`config.mk`:
```
export PLATFORM = sky130hd
export DESIGN_NAME = conv_acc_flat
export DESIGN_NICKNAME = d
export VERILOG_FILES = /design/src/rtl/conv_acc_if.sv /design/src/rtl/conv_acc.sv /design/src/flat_wrapper.sv
export SDC_FILE = /design/constraint.sdc
export NUM_CORES = 1
export LEC_CHECK = 0
export ABC_CLOCK_PERIOD_IN_PS = 2630
export CORE_MARGIN = 2
export CORE_UTILIZATION = 35
export CTS_BUF_LIST = sky130_fd_sc_hd__clkbuf_4
export CTS_CLUSTER_SIZE = 8
export DETAILED_ROUTE_END_ITERATION = 8
export GPL_ROUTABILITY_DRIVEN = 0
export RECOVER_POWER = 50
export SYNTH_ARGS = -nofsm -noshare
export SYNTH_HDL_FRONTEND = slang
export SYNTH_SLANG_ARGS = --single-unit
```
`constraint.sdc`:
```
create_clock -name clk -period 2.63 [get_ports clk]
set_clock_uncertainty 0.05 [all_clocks]
set_input_delay 0.263 -clock clk [delete_from_list [all_inputs] [get_ports clk]]
set_output_delay 0.263 -clock clk [all_outputs]
set_load 0.1 [all_outputs]
```
`src/rtl/conv_acc_if.sv`:
```
// Handshake bundle between the CONV stream, conv_acc and the result consumer.
// The slave modport is the accumulator's view; master is the upstream/consumer side.
interface conv_acc_if #(
    parameter int LEN_LOG2 = 3,
    parameter int IN_W     = 13
);
    localparam int OUT_W = IN_W + LEN_LOG2;

    // Both ports follow the same valid/ready rule: a transfer happens on a rising
    // edge where valid and ready are both 1; a producer holds valid and data
    // stable until the transfer, and ready may change freely.
    logic             ACC_iClear;
    logic             ACC_iValid;
    logic [IN_W-1:0]  ACC_iData;
    logic             ACC_iReady;
    logic             ACC_oValid;
    logic [OUT_W-1:0] ACC_oData;
    logic             ACC_oReady;

    modport slave (
        input  ACC_iClear, ACC_iValid, ACC_iData, ACC_oReady,
        output ACC_iReady, ACC_oValid, ACC_oData
    );

    modport master (
        output ACC_iClear, ACC_iValid, ACC_iData, ACC_oReady,
        input  ACC_iReady, ACC_oValid, ACC_oData
    );
endinterface

```
`src/rtl/conv_acc.sv`:
```
// Windowed accumulator: sums 2**LEN_LOG2 CONV samples and holds the total until taken.
// Define ACC_AVG_EN to present the rounded-half-up window mean instead of the sum.
module conv_acc #(
    parameter int LEN_LOG2 = 3,
    parameter int IN_W     = 13
) (
    input  logic            clk,
    input  logic            reset,
    conv_acc_if.slave       acc,
    output logic            dbg_state
);
    localparam int OUT_W = IN_W + LEN_LOG2;
    localparam int CNT_W = LEN_LOG2 + 1;

    typedef enum logic {ACCUM = 1'b0, HOLD = 1'b1} state_t;

    state_t           state;
    logic [OUT_W-1:0] sum;
    logic [CNT_W-1:0] cnt;

    logic             accept;
    logic             last;
    logic [OUT_W-1:0] sum_next;
    logic [OUT_W-1:0] result;

    assign accept   = acc.ACC_iValid && acc.ACC_iReady;
    assign last     = (cnt == CNT_W'((2 ** LEN_LOG2) - 1));
    assign sum_next = sum + OUT_W'(acc.ACC_iData);

`ifdef ACC_AVG_EN
    // One extra bit keeps the rounding add from wrapping at full scale.
    logic [OUT_W:0] rounded;
    assign rounded = {1'b0, sum_next} + (OUT_W + 1)'(2 ** (LEN_LOG2 - 1));
    assign result  = OUT_W'(rounded >> LEN_LOG2);
`else
    assign result  = sum_next;
`endif

    assign dbg_state = state;

    always_ff @(posedge clk or posedge reset) begin
        if (reset) begin
            state          <= ACCUM;
            sum            <= '0;
            cnt            <= '0;
            acc.ACC_iReady <= 1'b0;
            acc.ACC_oValid <= 1'b0;
            acc.ACC_oData  <= '0;
        end else if (acc.ACC_iClear) begin
            state          <= ACCUM;
            sum            <= '0;
            cnt            <= '0;
            acc.ACC_iReady <= 1'b1;
            acc.ACC_oValid <= 1'b0;
        end else begin
            case (state)
                ACCUM: begin
                    acc.ACC_iReady <= 1'b1;
                    if (accept) begin
                        if (last) begin
                            acc.ACC_oData  <= result;
                            acc.ACC_oValid <= 1'b1;
                            acc.ACC_iReady <= 1'b0;
                            sum            <= '0;
                            cnt            <= '0;
                            state          <= HOLD;
                        end else begin
                            sum <= sum_next;
                            cnt <= cnt + CNT_W'(1);
                        end
                    end
                end
                HOLD: begin
                    // oValid is always 1 here, so oReady alone completes the transfer.
                    if (acc.ACC_oReady) begin
                        acc.ACC_oValid <= 1'b0;
                        acc.ACC_iReady <= 1'b1;
                        state          <= ACCUM;
                    end
                end
                default: state <= ACCUM;
            endcase
        end
    end
endmodule

```
`src/flat_wrapper.sv`:
```
// flat-port wrapper written by rule: the top's interface ports become plain ports
module conv_acc_flat 
#(
    parameter int LEN_LOG2 = 3,
    parameter int IN_W     = 13
)
  (clk, reset, dbg_state, acc_ACC_iClear, acc_ACC_iValid, acc_ACC_iData, acc_ACC_oReady, acc_ACC_iReady, acc_ACC_oValid, acc_ACC_oData);
  conv_acc_if #(.LEN_LOG2(LEN_LOG2), .IN_W(IN_W)) acc_i ();
  input  logic clk;
  input  logic reset;
  output logic dbg_state;
  input wire logic [$bits(acc_i.ACC_iClear)-1:0] acc_ACC_iClear;
  input wire logic [$bits(acc_i.ACC_iValid)-1:0] acc_ACC_iValid;
  input wire logic [$bits(acc_i.ACC_iData)-1:0] acc_ACC_iData;
  input wire logic [$bits(acc_i.ACC_oReady)-1:0] acc_ACC_oReady;
  output wire logic [$bits(acc_i.ACC_iReady)-1:0] acc_ACC_iReady;
  output wire logic [$bits(acc_i.ACC_oValid)-1:0] acc_ACC_oValid;
  output wire logic [$bits(acc_i.ACC_oData)-1:0] acc_ACC_oData;
  assign acc_i.ACC_iClear = acc_ACC_iClear;
  assign acc_i.ACC_iValid = acc_ACC_iValid;
  assign acc_i.ACC_iData = acc_ACC_iData;
  assign acc_i.ACC_oReady = acc_ACC_oReady;
  assign acc_ACC_iReady = acc_i.ACC_iReady;
  assign acc_ACC_oValid = acc_i.ACC_oValid;
  assign acc_ACC_oData = acc_i.ACC_oData;
  conv_acc #(.LEN_LOG2(LEN_LOG2), .IN_W(IN_W)) u_core (.clk(clk), .reset(reset), .acc(acc_i), .dbg_state(dbg_state));
endmodule
```
==> impl_metrics.ini <==
[power]
leakagePower_uw = 0.00133
p_comb_frac = 0.315
irDropWorstVdd_mv = 0.208
power_density_mw_per_mm2 = 530
switching_share = 0.321
power_uw = 1430
p_int_uw = 968
switchingPower_uw = 459
clkPwrFrac = 0.224
p_seq_frac = 0.461

[synthesis]
synth_top_family_by_area = compound AO/OA/AOI/OAI gates
avgSynthCellArea_um2 = 9.93
yosys.area_share.simple = 0.167
ys_types = 47
netlist_instances = 223
synth_top_area_share = 0.441
synth_xor_area_frac = 0.0514
ys_seq_elements = 39
ys_warn_count = 0
syn_area_mm2 = 0.00221
synth_edf_count = 0
synthMuxAreaShare = 0.0254
syn_nets = 256
synth_compound_area_frac = 0.206
synth_async_sr_flop_share = 1.00
yosys.area.top_type = dfrtp_1
ys_seq_area_frac = 0.441
synthAdderAreaFrac = 0.0882
synthFlopType = dfrtp_1
synthTopCellsByArea = dfrtp_1, ha_1, nand2_1, a22o_1, xnor2_1

[worst_setup_path]
cp-start-kind = flop
worst_setup_path_startpoint = u_core.sum[0]
crit_path_end = u_core.acc.ACC_oData[12]
cp.arrival_ns = 2.52
reg2regPathDepth = 8
regToRegStartpoint = u_core.sum[0]
required_ns = 2.82
critPathKind = reg2reg
crit_fanout = 4
cp-end-kind = flop
r2r_slack_ns = 0.30
rr_endpoint = u_core.acc.ACC_oData[12]

[clock_network]
cts_buffers = 5
cts_setup_buffers = 0
ctsResizeCount = 0
cts_hold_buf = 0
path_clk_slew_ns = 0.11
cts_tree = done
clk_latency_ns = 0.35
clk_path_buf_depth = 2
ctsRootBufferMaster = clkbuf_4
clock-sinks = 39
htree_levels = 2

[layout]
fin_nets = 304
drive_gt1_frac = 0.169
final_area_mm2 = 0.00269
nFillCells = 595
syn2layout_area_growth_pct = 21.7
diodes = 0
final_cells = 347

[die]
die_y_um = 83.5
die_area_mm2 = 0.00698
io_pins = 37
core_mm2 = 0.00603
rows = 28
start_util = 0.367
die_x_um = 83.5

[worst_hold_path]
hold_class = reg2reg

[grt]
grt_pass1_wl_mm = 8.83
antenna_found_initial = 0
first_global_vias = 1856
gr-total-overflow = 0
grt_max_degree = 40
grt_usage = 0.155

[routing]
dr.pass1.iters = 4
via_count = 1801
drc = 0
wl_per_cell_um = 14.2
via_per_inst = 5.19
drtIter0Drc = 122
routed_wl_mm = 4.91
ant_nets = 0

[placement]
dpl_cell_area_mm2 = 0.00267
dp_hpwl_mm = 3.61
placedCellCount = 339
portBuffers = 36

[timing]
setup_violations = 0
fmax_mhz = 429
hold_violations = 0
rsz0062_at_grt = false
finalSetupTns_ns = 0
post-route-period-util = 0.886
slew_violations = 0
tightest_slew_ns = 1.17
slew_headroom = 0.225
fin_crit_ns = 2.33

[run_status]
status = finished clean

[job]
max-cap-violations = 0
-- power groups by stage --
stage / sequential [uW] / combinational [uW] / clock [uW]
after detailed placement: 668 / 451 / 0
after floorplan: 671 / 321 / 0
after global routing: 663 / 508 / 367
after global placement: 669 / 448 / 0
after CTS: 657 / 454 / 338
final: 658 / 450 / 319
-- cells in the mapped netlist, types with 4 or more instances --
library cell	count
dfrtp_1	39
nand2_1	38
nor2_1	19
a21oi_1	14
ha_1	14
a22o_1	11
xnor2_1	9
o21ai_0	8
mux2_2	5
a21o_1	4
a31oi_1	4
clkbuf_1	4
o21ai_1	4
xor2_1	4
-- registers in the layout, indices dropped and copies added (netlist names) --
register	count
u_core.acc.ACC_iReady	1
u_core.cnt	4
u_core.acc.ACC_oData	16
u_core.dbg_state	1
u_core.acc.ACC_oValid	1
u_core.sum	16
-- critical path: stages (launching register included) --
cell      delay, ns
dfrtp_1        0.40
ha_1           0.22
fa_1           0.40
a21o_1         0.19
a31oi_1        0.21
nor2_1         0.14
o221ai_1       0.24
xnor2_1        0.11
mux2_2         0.26
-- metrics by stage --
stage / hold slack, ns / utilization / setup slack (ns)
6_report: 0.441 / 0.447 / 0.299
5_1_grt: 0.445 / 0.447 / 0.136
4_1_cts: 0.277 / 0.452 / 0.294
3_5_place_dp: 0.420 / 0.442 / -0.0138
3_3_place_gp: 0.412 / 0.442 / 0.0263
2_1_floorplan: 0.301 / - / 0.171
-- cell type report --
| type | count | area [um2] | area share |
|---|---|---|---|
| Clock buffer | 7 | 52.6 | 0.0195 |
| Clock inverter | 1 | 5.00 | 0.00186 |
| Sequential cell | 39 | 976 | 0.362 |
| Inverter | 3 | 11.3 | 0.00418 |
| Timing Repair Buffer | 47 | 370 | 0.137 |
| Tap cell | 75 | 93.8 | 0.0348 |
| Multi-Input combinational cell | 175 | 1180 | 0.440 |
-- routing by layer --
metal	vias up	GRT usage	wire length, um
met5	-	0	0
met4	0	0.0630	85
met3	7	0.0326	179
met2	29	0.240	2180
met1	859	0.212	2460
li1	906	-	-
-- placed cells by master, fill, tap and decap left out, types with 2 or more instances in the layout --
cell and instances:
inv_1 3, buf_4 23, a211oi_1 3, and3_1 3
a31oi_1 4, xor2_1 4, a21oi_1 14, clkbuf_4 7
o21ai_1 4, a21o_1 4, mux2_2 5, clkdlybuf4s50_1 16
nor3_1 3, clkbuf_1 6, nor2_1 19, nand2_1 38
a211o_1 2, or3_1 3, o21ai_0 8, nand3_1 2
a22o_1 11, dfrtp_1 39, xnor2_1 9, o211ai_1 3
ha_1 14
-- worst min-delay path by stage --
stage / startpoint / slack, ns / end / cells after the start
global placement: u_core.acc.ACC_oData[0] / 0.41 / u_core.acc.ACC_oData[0] / 2
floorplan: acc_ACC_oReady / 0.30 / u_core.acc.ACC_oValid / 1
CTS: reset / 0.28 / u_core.sum[9] / 3
global route: acc_ACC_oReady / 0.45 / u_core.acc.ACC_oValid / 2
detailed placement: u_core.acc.ACC_oData[4] / 0.42 / u_core.acc.ACC_oData[4] / 2
finish: u_core.acc.ACC_oData[1] / 0.44 / u_core.acc.ACC_oData[1] / 2
-- cells by family after synthesis --
group	count (synthesis)
xor+xnor	13
compound gates	63
mux	5
fa+ha+maj	15
simple gates	79
buf+inv	9
flops	39
Power figures use the tool's default switching activity.
